$ cat config.mk
export PLATFORM = sky130hd
export DESIGN_NAME = matmul_engine
export DESIGN_NICKNAME = d
export VERILOG_FILES = /design/src/rtl/matmul_pkg.sv /design/src/rtl/matmul_engine_mac.sv /design/src/rtl/matmul_engine.sv
export SDC_FILE = /design/constraint.sdc
export NUM_CORES = 1
export LEC_CHECK = 0
export CORE_MARGIN = 10
export CORE_UTILIZATION = 45
export CTS_CLUSTER_DIAMETER = 50
export CTS_CLUSTER_SIZE = 16
export DETAILED_ROUTE_END_ITERATION = 6
export GPL_TIMING_DRIVEN = 0
export PLACE_DENSITY_LB_ADDON = 0.08
export SLEW_MARGIN = 20
export SYNTH_ARGS = -nofsm -noshare
export SYNTH_HDL_FRONTEND = slang
export SYNTH_HIERARCHICAL = 1
export SYNTH_SLANG_ARGS = --single-unit
export TNS_END_PERCENT = 20
$ cat constraint.sdc
create_clock -name clk -period 8.6 [get_ports clk]
set_clock_uncertainty 0.15 [all_clocks]
set_input_delay 1.29 -clock clk [delete_from_list [all_inputs] [get_ports clk]]
set_output_delay 1.29 -clock clk [all_outputs]
set_load 0.01 [all_outputs]
$ cat src/rtl/matmul_pkg.sv
// Shared types and helpers for the matrix multiply engine.
package matmul_pkg;

  typedef enum logic [1:0] {
    S_IDLE  = 2'd0,
    S_MAC   = 2'd1,
    S_STORE = 2'd2,
    S_DONE  = 2'd3
  } state_e;

  localparam logic WR_SEL_A = 1'b0;
  localparam logic WR_SEL_B = 1'b1;

  // Ceiling log2, never below 1 so every counter/address has at least one bit.
  function automatic int clog2(input int v);
    int r;
    r = 0;
    while ((1 << r) < v) r++;
    return (r < 1) ? 1 : r;
  endfunction

  function automatic int max2(input int a, input int b);
    return (a > b) ? a : b;
  endfunction

endpackage

$ cat src/rtl/matmul_engine_mac.sv
// Multiply-accumulate slice: one product per cycle into a wrapping accumulator.
module mac_unit #(
  parameter int DATA_W = 8,
  parameter int ACC_W  = 18,
  parameter bit SIGNED = 1'b0
) (
  input  logic              clk,
  input  logic              rst_n,
  input  logic              clr,
  input  logic              en,
  input  logic [DATA_W-1:0] a,
  input  logic [DATA_W-1:0] b,
  output logic [ACC_W-1:0]  acc,
  output logic [ACC_W-1:0]  prod
);

  localparam int PW = 2 * DATA_W;

  logic [PW-1:0]    a_x, b_x, prod_full;
  logic             ext;
  logic [ACC_W-1:0] acc_q, acc_d;

  // Operands extended to full product width; the low PW bits of the
  // product are then exact for both signed and unsigned operands.
  always_comb begin
    if (SIGNED) begin
      a_x = {{DATA_W{a[DATA_W-1]}}, a};
      b_x = {{DATA_W{b[DATA_W-1]}}, b};
    end else begin
      a_x = {{DATA_W{1'b0}}, a};
      b_x = {{DATA_W{1'b0}}, b};
    end
    prod_full = a_x * b_x;
    ext       = SIGNED & prod_full[PW-1];
  end

  if (ACC_W > PW) begin : g_ext
    assign prod = {{(ACC_W - PW){ext}}, prod_full};
  end else begin : g_trunc
    assign prod = prod_full[ACC_W-1:0];
  end

  // Clear has priority so a new element never sees the previous sum.
  always_comb begin
    acc_d = acc_q;
    if (clr)     acc_d = '0;
    else if (en) acc_d = acc_q + prod;
  end

  // Accumulator register.
  always_ff @(posedge clk or negedge rst_n) begin
    if (!rst_n) acc_q <= '0;
    else        acc_q <= acc_d;
  end

  assign acc = acc_q;

endmodule

$ cat src/rtl/matmul_engine.sv
// MxK * KxN integer matrix multiplier with on-chip A/B/R storage.
// One R element takes K MAC cycles plus one STORE cycle.
module matmul_engine
  import matmul_pkg::*;
#(
  parameter int M      = 2,
  parameter int K      = 2,
  parameter int N      = 2,
  parameter int DATA_W = 8,
  parameter int ACC_W  = 2 * DATA_W + $clog2(K + 1),
  parameter int SIGNED = 0,
  parameter int AW     = clog2(max2(M * K, K * N)),
  parameter int RW     = clog2(M * N)
) (
  input  logic              clk,
  input  logic              rst_n,
  input  logic              wr_en,
  input  logic              wr_sel,
  input  logic [AW-1:0]     wr_addr,
  input  logic [DATA_W-1:0] wr_data,
  output logic              wr_err,
  input  logic              start,
  output logic              busy,
  output logic              done,
  input  logic [RW-1:0]     rd_addr,
  output logic [ACC_W-1:0]  rd_data
);

  localparam int AAW = clog2(M * K);
  localparam int BAW = clog2(K * N);
  localparam int IW  = clog2(M);
  localparam int JW  = clog2(N);
  localparam int KW  = clog2(K);

  state_e state_q, state_d;
  logic [IW-1:0]     i_q, i_d;
  logic [JW-1:0]     j_q, j_d;
  logic [KW-1:0]     k_q, k_d;
  logic              busy_q, busy_d, done_q, done_d, wr_err_q, wr_err_d;
  logic [ACC_W-1:0]  rd_data_q, rd_data_d;

  logic [DATA_W-1:0] a_mem [M*K];
  logic [DATA_W-1:0] b_mem [K*N];
  logic [ACC_W-1:0]  r_mem [M*N];
  logic [DATA_W-1:0] a_rd_q, b_rd_q;

  logic [AAW-1:0]    a_raddr;
  logic [BAW-1:0]    b_raddr;
  logic [RW-1:0]     r_waddr;
  logic              a_we, b_we, r_we, mac_clr, mac_en;
  logic              last_i, last_j, last_k;
  logic [ACC_W-1:0]  acc, prod;

  assign last_i = (int'(i_q) == M - 1);
  assign last_j = (int'(j_q) == N - 1);
  assign last_k = (int'(k_q) == K - 1);

  mac_unit #(
    .DATA_W(DATA_W),
    .ACC_W (ACC_W),
    .SIGNED(SIGNED != 0)
  ) u_mac (
    .clk  (clk),
    .rst_n(rst_n),
    .clr  (mac_clr),
    .en   (mac_en),
    .a    (a_rd_q),
    .b    (b_rd_q),
    .acc  (acc),
    .prod (prod)
  );

  // State register.
  always_ff @(posedge clk or negedge rst_n) begin
    if (!rst_n) state_q <= S_IDLE;
    else        state_q <= state_d;
  end

  // Next state: K MAC cycles per element, then one STORE; DONE lasts one cycle.
  always_comb begin
    state_d = state_q;
    case (state_q)
      S_IDLE:  if (start) state_d = S_MAC;
      S_MAC:   if (last_k) state_d = S_STORE;
      S_STORE: state_d = (last_i && last_j) ? S_DONE : S_MAC;
      S_DONE:  state_d = S_IDLE;
      default: state_d = S_IDLE;
    endcase
  end

  // FSM outputs: MAC control, RAM addresses and registered busy/done.
  always_comb begin
    mac_clr = (state_q == S_MAC) && (k_q == '0);
    mac_en  = (state_q == S_MAC) && (k_q != '0);
    r_we    = (state_q == S_STORE);
    a_raddr = AAW'(int'(i_q) * K + int'(k_q));
    b_raddr = BAW'(int'(k_q) * N + int'(j_q));
    r_waddr = RW'(int'(i_q) * N + int'(j_q));
    busy_d  = (state_d == S_MAC) || (state_d == S_STORE);
    done_d  = (state_d == S_DONE);
  end

  // Element counters: k walks the dot product, j then i walk R row-major.
  always_comb begin
    i_d = i_q;
    j_d = j_q;
    k_d = k_q;
    case (state_q)
      S_IDLE: begin
        i_d = '0;
        j_d = '0;
        k_d = '0;
      end
      S_MAC: k_d = last_k ? '0 : k_q + KW'(1);
      S_STORE: begin
        if (last_j) begin
          j_d = '0;
          i_d = last_i ? '0 : i_q + IW'(1);
        end else begin
          j_d = j_q + JW'(1);
        end
      end
      default: ;
    endcase
  end

  // Host writes: rejected while running or when outside the selected matrix.
  always_comb begin
    a_we     = 1'b0;
    b_we     = 1'b0;
    wr_err_d = 1'b0;
    if (wr_en) begin
      if (busy_q)                          wr_err_d = 1'b1;
      else if (wr_sel == WR_SEL_A) begin
        if (int'(wr_addr) < M * K)         a_we     = 1'b1;
        else                               wr_err_d = 1'b1;
      end else if (wr_sel == WR_SEL_B) begin
        if (int'(wr_addr) < K * N)         b_we     = 1'b1;
        else                               wr_err_d = 1'b1;
      end
    end
  end

  // Host read port; addresses past the end of R read as zero.
  always_comb begin
    rd_data_d = (int'(rd_addr) < M * N) ? r_mem[rd_addr] : '0;
  end

  // Operand/result RAMs with synchronous reads; contents survive reset.
  always_ff @(posedge clk) begin
    if (a_we) a_mem[AAW'(wr_addr)] <= wr_data;
    if (b_we) b_mem[BAW'(wr_addr)] <= wr_data;
    if (r_we) r_mem[r_waddr]       <= acc + prod;
    a_rd_q <= a_mem[a_raddr];
    b_rd_q <= b_mem[b_raddr];
  end

  // Control and output registers.
  always_ff @(posedge clk or negedge rst_n) begin
    if (!rst_n) begin
      i_q       <= '0;
      j_q       <= '0;
      k_q       <= '0;
      busy_q    <= 1'b0;
      done_q    <= 1'b0;
      wr_err_q  <= 1'b0;
      rd_data_q <= '0;
    end else begin
      i_q       <= i_d;
      j_q       <= j_d;
      k_q       <= k_d;
      busy_q    <= busy_d;
      done_q    <= done_d;
      wr_err_q  <= wr_err_d;
      rd_data_q <= rd_data_d;
    end
  end

  assign busy    = busy_q;
  assign done    = done_q;
  assign wr_err  = wr_err_q;
  assign rd_data = rd_data_q;

endmodule
* Yosys cells after proc, flatten, opt, wreduce, memory -nomap -nowiden
Memories as Yosys holds them, arrays and structs flattened. A register that Yosys moved wholly into a read port is not among the register bits. Index checks and enable logic that the tools add are counted.
Operators by class: $add $sub $neg 7, multipliers 1, eq/ne operators 7, mux-type cells 27, bitwise operators 1, reduce and logical (&&, ||, !) cells 10
Operators with widths (count):
- $mux W18 | 2
- $add A18 B16 Y18 | 1
- $mux W1 | 18
- $mul A8 B8 Y16 | 1
- $eq A2 B2 Y1 const B | 4
- $pmux W2 S4 | 1
- $add A2 B1 Y2 | 3
- $mux W2 | 3
- $pmux W1 S2 | 3
- $reduce_bool A2 Y1 | 3
- $eq A2 B1 Y1 const B | 2
- $add A1 B1 Y1 const B | 3
- $logic_and A1 B1 Y1 | 3
- $logic_not A2 Y1 | 1
- $ne A2 B2 Y1 const B | 1
- $reduce_and A2 Y1 | 1
- $logic_not A1 Y1 | 1
- $logic_or A1 B1 Y1 | 1
- $not A1 Y1 | 1
Storage, ports and cells: register bits after elaboration 26, bits in writable memories 136, input port bits 17, output and inout port bits 21, word-level logic and storage cells 64, memories kept 3
Memory list:
- r_mem | words 4, bits a word 18, read ports 1, clocked after Yosys merged registers in 1, write ports 1, line matmul_engine.sv:44 | logic [ACC_W-1:0] r_mem [M*N];
- a_mem | words 4, bits a word 8, read ports 1, clocked after Yosys merged registers in 1, write ports 1, line matmul_engine.sv:42 | logic [DATA_W-1:0] a_mem [M*K];
- b_mem | words 4, bits a word 8, read ports 1, clocked after Yosys merged registers in 1, write ports 1, line matmul_engine.sv:43 | logic [DATA_W-1:0] b_mem [K*N];

* Longest topological paths before layout
depth in word-level cells 5, mapped depth 24, depth with buffers taken out 24

* Modules after synthesis
Netlist, hierarchy kept.
Modules (own cells, without submodules):
- matmul_engine | instances 1, cells each 377, area each 6990.5 um^2, sequential area each 5054.8 um^2
- mac_unit | instances 1, cells each 398, area each 3537.1 um^2, sequential area each 450.4 um^2

* Worst setup path after synthesis
No wires, ideal clock.
kind register to register, start point register b_rd_q[7] (read register of b_mem), end point memory r_mem[0][16] (data pin), library setup time 0.273 ns, data arrival time 5.114 ns, data required time 8.177 ns, path slack 3.063 ns, stages on the path, launching flop included 23, buffers on the path 1, clock period less this slack 5.537 ns, cells stage by stage dfxtp_1 -> nand2_1 -> fa_1 -> fa_1 -> inv_1 -> fa_1 -> inv_1 -> fa_1 -> inv_1 -> ha_1 -> o21ai_1 -> nor2b_1 -> o41a_1 -> a21o_1 -> a21oi_1 -> xnor2_1 -> ha_1 -> clkbuf_1 -> nand3_1 -> nand2_1 -> a311oi_1 -> a21oi_1 -> xor2_1
Between the ends: longest elaborated chain between the ends 2
RTL lines:
- start, declared | line matmul_engine.sv:45 | logic [DATA_W-1:0] a_rd_q, b_rd_q;
- $mul A8 B8 Y16 | line matmul_engine_mac.sv:33 | prod_full = a_x * b_x;
- named net prod[13] | line matmul_engine.sv:52 | logic [ACC_W-1:0] acc, prod;
- $add A18 B16 Y18 | line matmul_engine.sv:153 | if (r_we) r_mem[r_waddr] <= acc + prod;
- end, declared | line matmul_engine.sv:44
The timed path passes the listed nets, and every way through them passes these cells.

* Worst setup path in the final report
start point register a_rd_q[1] (read register of a_mem), end point memory r_mem[0][16] (data pin)
Between the ends: longest elaborated chain between the ends 2
RTL lines (line):
- start, declared | matmul_engine.sv:45
- $mul A8 B8 Y16 | matmul_engine_mac.sv:33
- named net prod[13] | matmul_engine.sv:52
- $add A18 B16 Y18 | matmul_engine.sv:153
The timed path passes the listed nets, and every way through them passes these cells.

==> impl_metrics.toml <==
[placement]
io_buffers = 35
place_congestion = 0.822
place_hpwl_um = 15200
dpl.cell_count = 1126

[detailed_routing]
wl_per_cell_um = 17.9
via_per_inst = 5.32
drt_first_pass_iters = 4
vias = 6158
drcViolationCount = 0
wl_um = 20700
first_iter_violations = 388
antenna_left = 0

[sta]
tns_ps = 0
finalCritPeriodShare = 0.729
tightest_slew_ps = 1070
slew_violations = 0
relSlewSlack = 0.288
min_period_ps = 6270
hold_viol = 0
rsz0062_at_grt = "false"
setup_violations = 0
max_freq_mhz = 160

[yosys]
synth_top_area_frac = 0.388
ys_seq_area_frac = 0.523
synth_edf_count = 136
yosysTopAreaCell = "edfxtp_1"
ys_ff_latch = 196
synthTopCellsByArea = "edfxtp_1 39%, dfrtp_1 10%, ha_1 8.3%"
ys_types = 68
ys_async_sr_fraction = 0.224
syn-instance-count = 775
netlist_area_um2 = 10500
synth_warnings = 6
synth-main-ff-cell = "edfxtp_1"
avgSynthCellArea_um2 = 13.6

[grt]
grt_pass1_vias = 6510
grt_usage = 0.141
antenna_found_initial = 1
grt_overflow_total = 0
grt_start_max_net_pins = 30
grt_pass1_wl_um = 34100

[die]
initial_core_util = 0.461
die_w_um = 173
ios = 38
rows = 55
core_area_um2 = 22800
die_y_um = 173
die-area_um2 = 29900

[setup_path]
crit_path_end_kind = "flop"
cp.required_ps = 8690
critical_path.max_fanout = 8
rr_startpoint = "a_rd_q[1]"
crit_type = "flop to flop"
start_kind = "flop"
cp.arrival_ps = 6350
crit_path_start = "a_rd_q[1]"

[hold_path]
hp-start = "busy"
hold_path.class = "flop to flop"

[cts]
cts_tree = "built"
cts.sinks = 196
clk_latency_ps = 440
cts.path.max_buffers = 2
ctsResizeCount = 0
path_clk_slew_ps = 90
cts-root-buf = "clkbuf_16"
htree_levels = 4
cts_hold_buf = 0
cts_buffers = 17
cts_setup_buffers = 0

[layout]
drive_gt1_frac = 0.134
instances_no_fill = 1158
syn2layout_area_growth_pct = 13.9
diodes = 0
nFillCells = 1958
fin_nets = 957

[run_status]
status = "completed"

[job]
drv_cap = 0
-- sequential cells by signal (all words and copies together), names as in the netlist --
signal     cells
r_mem         72
a_mem         32
b_mem         32
rd_data       18
u_mac/acc     18
a_rd_q         8
b_rd_q         8
state_q        2
busy           1
done           1
i_q            1
j_q            1
k_q            1
wr_err         1
-- layout by cell type (no fill, tap or decap), types with 5 or more instances in the layout --
cell type / Yosys / layout
clkdlybuf4s50_1: 0 / 34
clkinv_8: 0 / 5
o21ai_1: 6 / 6
a31oi_1: 8 / 8
inv_1: 68 / 68
xor2_1: 19 / 19
nor2b_1: 6 / 5
nor2_1: 46 / 45
dfrtp_1: 44 / 44
clkbuf_1: 5 / 5
o21ai_2: 5 / 5
nor3_1: 7 / 5
edfxtp_1: 136 / 136
nand3_1: 7 / 7
inv_16: 0 / 5
mux2i_1: 8 / 8
a21o_1: 15 / 15
clkbuf_16: 0 / 17
o21bai_1: 6 / 6
nand4_1: 5 / 5
a21oi_1: 27 / 27
nand2_1: 33 / 33
dfxtp_1: 16 / 16
o21a_1: 5 / 5
ha_1: 70 / 70
buf_2: 5 / 6
o21ai_0: 11 / 11
mux4_2: 34 / 34
fa_1: 38 / 38
and2_1: 58 / 58
xnor2_1: 20 / 20
-- synthesized netlist by cell type, types with 8 or more instances --
cell type	n
mux4_2	34
dfrtp_1	44
a31oi_1	8
a21o_1	15
fa_1	38
mux2i_1	8
dfxtp_1	16
xnor2_1	20
and2_1	58
o21ai_0	11
nor2_1	46
ha_1	70
edfxtp_1	136
inv_1	68
a21oi_1	27
xor2_1	19
nand2_1	33
-- worst max-delay path: stages, from the launching register on --
cell and delay [ps]:
dfxtp_1 560, nand2_1 130, fa_1 500, fa_1 550, inv_1 60, fa_1 520, inv_1 50, fa_1 530
inv_1 40, ha_1 320, o21ai_1 170, nor2b_1 90, o41a_1 370, a21o_1 190, a21oi_1 170, xnor2_1 160
ha_1 310, clkbuf_1 290, nand2_1 90, nor2_1 170, o21ai_0 130, a21oi_1 180, xor2_1 320
-- stage by stage --
step	instance area, um2	setup WS, ps	util	hold slack, ps
final	12000	2330	0.525	389
after global routing	12000	1910	0.525	424
after CTS	12000	2320	0.525	393
after detailed placement	11300	2340	0.496	374
after global placement	11300	2390	0.493	379
after floorplan	10500	3060	-	341
-- area by class of cell --
cell class,count,area [um2],area share
Clock buffer,17,425,0.0355
Buffer,18,101,0.00845
Sequential cell,196,5510,0.459
Timing Repair Buffer,37,373,0.0311
Tap cell,313,392,0.0327
Clock inverter,15,240,0.0200
Multi-Input combinational cell,494,4700,0.392
Inverter,68,255,0.0213
-- layer usage --
| layer | GRT usage | share of wire | vias up |
|---|---|---|---|
| met2 | 0.231 | 0.49 | 90 |
| li1 | - | - | 2910 |
| met3 | 0.0283 | 0.038 | 20 |
| met4 | 0.0410 | 0.012 | 0 |
| met5 | 0 | 0 | - |
| met1 | 0.188 | 0.46 | 3138 |
-- kinds of logic after synthesis --
family / after synthesis / synth area share
compound gates: 121 / 0.0834
xor+xnor: 39 / 0.0324
fa+ha+maj: 108 / 0.155
buf+inv: 86 / 0.0339
flops: 196 / 0.523
mux: 43 / 0.0814
other cells: 1 / 0.000356
simple gates: 181 / 0.0901
-- path summary, 6_finish.rpt --
path                            slack, ps  cells after the start           end
worst max-delay path                 2330                     22  r_mem[0][16]
max in group asynchronous            7160                      2          busy
worst min-delay path                  390                      1        wr_err
min in group asynchronous             620                      1    rd_data[2]
worst min register to register        390                      1        wr_err
worst max register to register       2330                     22  r_mem[0][16]
Power is not shown: default switching activity piles up to over one toggle a cycle in this logic, so the estimate is an artifact.
==> RTL edit, RTL diff (same flow settings) <==
Encoding of `state_e`: now one-hot (4 bits for 4 states).
--- a/src/rtl/matmul_pkg.sv
+++ b/src/rtl/matmul_pkg.sv
@@ -1,11 +1,11 @@
 // Shared types and helpers for the matrix multiply engine.
 package matmul_pkg;
 
-  typedef enum logic [1:0] {
-    S_IDLE  = 2'd0,
-    S_MAC   = 2'd1,
-    S_STORE = 2'd2,
-    S_DONE  = 2'd3
+  typedef enum logic [3:0] {
+    S_IDLE  = 4'b0001,
+    S_MAC   = 4'b0010,
+    S_STORE = 4'b0100,
+    S_DONE  = 4'b1000
   } state_e;
 
   localparam logic WR_SEL_A = 1'b0;
Function: no difference found for any inputs over 4 cycles, from zero or initial values and one cycle with rst_n low; so few cycles prove little.
==> RTL edit against the unedited design <==
Synthesized area up 2.4%; global-route usage up 0.90 points; routed wire length rose by 8.1%; die area increased by 2.1%; non-clock buffer count grew 12; critical path type unchanged; largest cell class unchanged; worst setup slack worse by 0.31 ns; sequential cell count is 2 higher; fmax down 4.8%; final area increased by 2.5%.
Power is not shown: default switching activity piles up to over one toggle a cycle in this logic, so the estimate is an artifact.
==> RTL edit: results (changes against the unedited design) <==
{
  "drt_first_iter_violations": {"value": 440, "change": "+13%"},
  "nNetsFinal": {"value": 1008, "change": "+5.3%"},
  "synth_compound_gate_area_share": {"value": 8.918, "unit": "%", "change": "+0.57 points"},
  "initial_antenna_violation_count": {"value": 0, "change": "-1"},
  "hold_ws": {"value": 0.3933, "unit": "ns", "change": "+0.004168 ns"},
  "worst_skew_pair_latency_ns": 0.45,
  "placement.cell_area": {"value": 11620, "unit": "um2", "change": "+2.7%"},
  "worstReg2RegEnd": "r_mem[2][17]$_DFFE_PP_",
  "avgViaCountPerCell": {"value": 5.459, "change": "+2.7%"},
  "largest_net_degree_at_the_start_of_global_routing": {"value": 47, "change": "+57%"},
  "outcome": "complete, no violations",
  "detailed_place_hpwl": {"value": 16580, "unit": "um", "change": "+9.0%"},
  "first_global_vias": {"value": 6960, "change": "+6.9%"},
  "antenna_cells_inserted": {"value": 0, "change": "unchanged"},
  "muxShareOfSynthArea": {"value": 7.675, "unit": "%", "change": "-0.47 points"},
  "place_congestion": {"value": 0.8202, "change": "-0.22%"},
  "leading_post_synthesis_cells_by_cell_area": "sky130_fd_sc_hd__edfxtp_1 (38%), sky130_fd_sc_hd__dfrtp_1 (10%), sky130_fd_sc_hd__ha_1 (8.0%)",
  "netlist_top_cells_count": "sky130_fd_sc_hd__edfxtp_1 (136), sky130_fd_sc_hd__ha_1 (69), sky130_fd_sc_hd__inv_1 (68)",
  "dr.pass1.iters": {"value": 5, "change": "+1"},
  "ys_async_rst_share": {"value": 23.23, "unit": "%", "change": "+0.78 points"},
  "wire_per_inst": {"value": 18.41, "unit": "um", "change": "+3.0%"},
  "yosys.cell_types.count": {"value": 72, "change": "+5.9%"},
  "timing_worst_slew_pin_value": {"value": 1.061, "unit": "ns", "change": "-0.006898 ns"},
  "synth_seq_area_share": {"value": 51.57, "unit": "%", "change": "-0.73 points"},
  "yosys.area_share.xor_xnor": {"value": 3.007, "unit": "%", "change": "-0.24 points"},
  "groute.usage.overall": {"value": 15.05, "unit": "%", "change": "+0.90 points"},
  "share_of_cells_above_drive_strength_1": {"value": 12.26, "unit": "%", "change": "-1.1 points"},
  "regToRegSetupSlack": {"value": 2.02, "unit": "ns", "change": "-0.31 ns"},
  "synthAdderAreaFrac": {"value": 15.07, "unit": "%", "change": "-0.47 points"},
  "worstSetupStartpoint": "b_rd_q[7]$_DFF_P_"
}
RTL edit: changes by cell type in the layout (fill, tap and decap cells not counted), sizes merged, moves of 4 or more:
cell / before / now
buf: 15 / 21
o21bai: 6 / 2
nor4: 0 / 4
clkbuf: 23 / 29
nor3: 7 / 15
xnor2: 20 / 24
xor2: 19 / 13
nand2: 34 / 42
RTL edit: logic make-up (layout without fill, tap and decap cells):
logic type               count (synthesis)  count (layout)
other                                    1               2
AO/OA/AOI/OAI                          135             135
buffers and inverters                   92             167
multiplexers                            40              40
flip-flops                             198             198
XOR/XNOR                                37              37
AND/OR/NAND/NOR                        211             211
adder cells (fa/ha/maj)                107             107
RTL edit: layout make-up:
cell class / instances / share of cell area, %
inverter: 68 / 2.077
buffer: 24 / 0.9572
clock inverter: 15 / 1.925
sequential: 198 / 45.22
tap: 319 / 3.248
multi-input combinational: 532 / 39.69
clock buffer: 17 / 3.462
timing repair buffer: 43 / 3.411
RTL edit: worst max-delay path, cell delays in order (launching register included):
cell                       delay [ns]
sky130_fd_sc_hd__dfxtp_1         0.52
sky130_fd_sc_hd__nand2_1         0.13
sky130_fd_sc_hd__fa_1            0.51
sky130_fd_sc_hd__fa_1            0.55
sky130_fd_sc_hd__inv_1           0.06
sky130_fd_sc_hd__fa_1            0.53
sky130_fd_sc_hd__inv_1           0.05
sky130_fd_sc_hd__fa_1            0.53
sky130_fd_sc_hd__inv_1           0.04
sky130_fd_sc_hd__ha_1            0.32
sky130_fd_sc_hd__o21ai_0         0.24
sky130_fd_sc_hd__nand2_1         0.08
sky130_fd_sc_hd__o221a_2         0.15
sky130_fd_sc_hd__a21o_1          0.18
sky130_fd_sc_hd__a21oi_1         0.17
sky130_fd_sc_hd__xnor2_1         0.23
sky130_fd_sc_hd__ha_1            0.30
sky130_fd_sc_hd__buf_4           0.16
sky130_fd_sc_hd__a21o_1          0.19
sky130_fd_sc_hd__a31oi_1         0.23
sky130_fd_sc_hd__nor2_1          0.07
sky130_fd_sc_hd__a211oi_1        0.26
sky130_fd_sc_hd__o31ai_2         0.11
sky130_fd_sc_hd__xnor2_1         0.50
RTL edit: stage by stage:
stage               utilization [%]  worst slack [ns]  cells
finish                        52.19             2.022   1216
global route                  52.19             1.621   1216
CTS                           52.19             1.954   1216
detailed placement            49.38             2.008   1184
global placement              48.97             2.057   1176
floorplan                         -             3.009    822
RTL edit: per-layer routing:
layer  up-vias  wire length (um)  track usage (%)
li1       3113                 -                -
met1      3391             10320            20.00
met2       117             11010            24.92
met3        17               819            2.781
met4         0               232            3.815
met5         -                 0                0
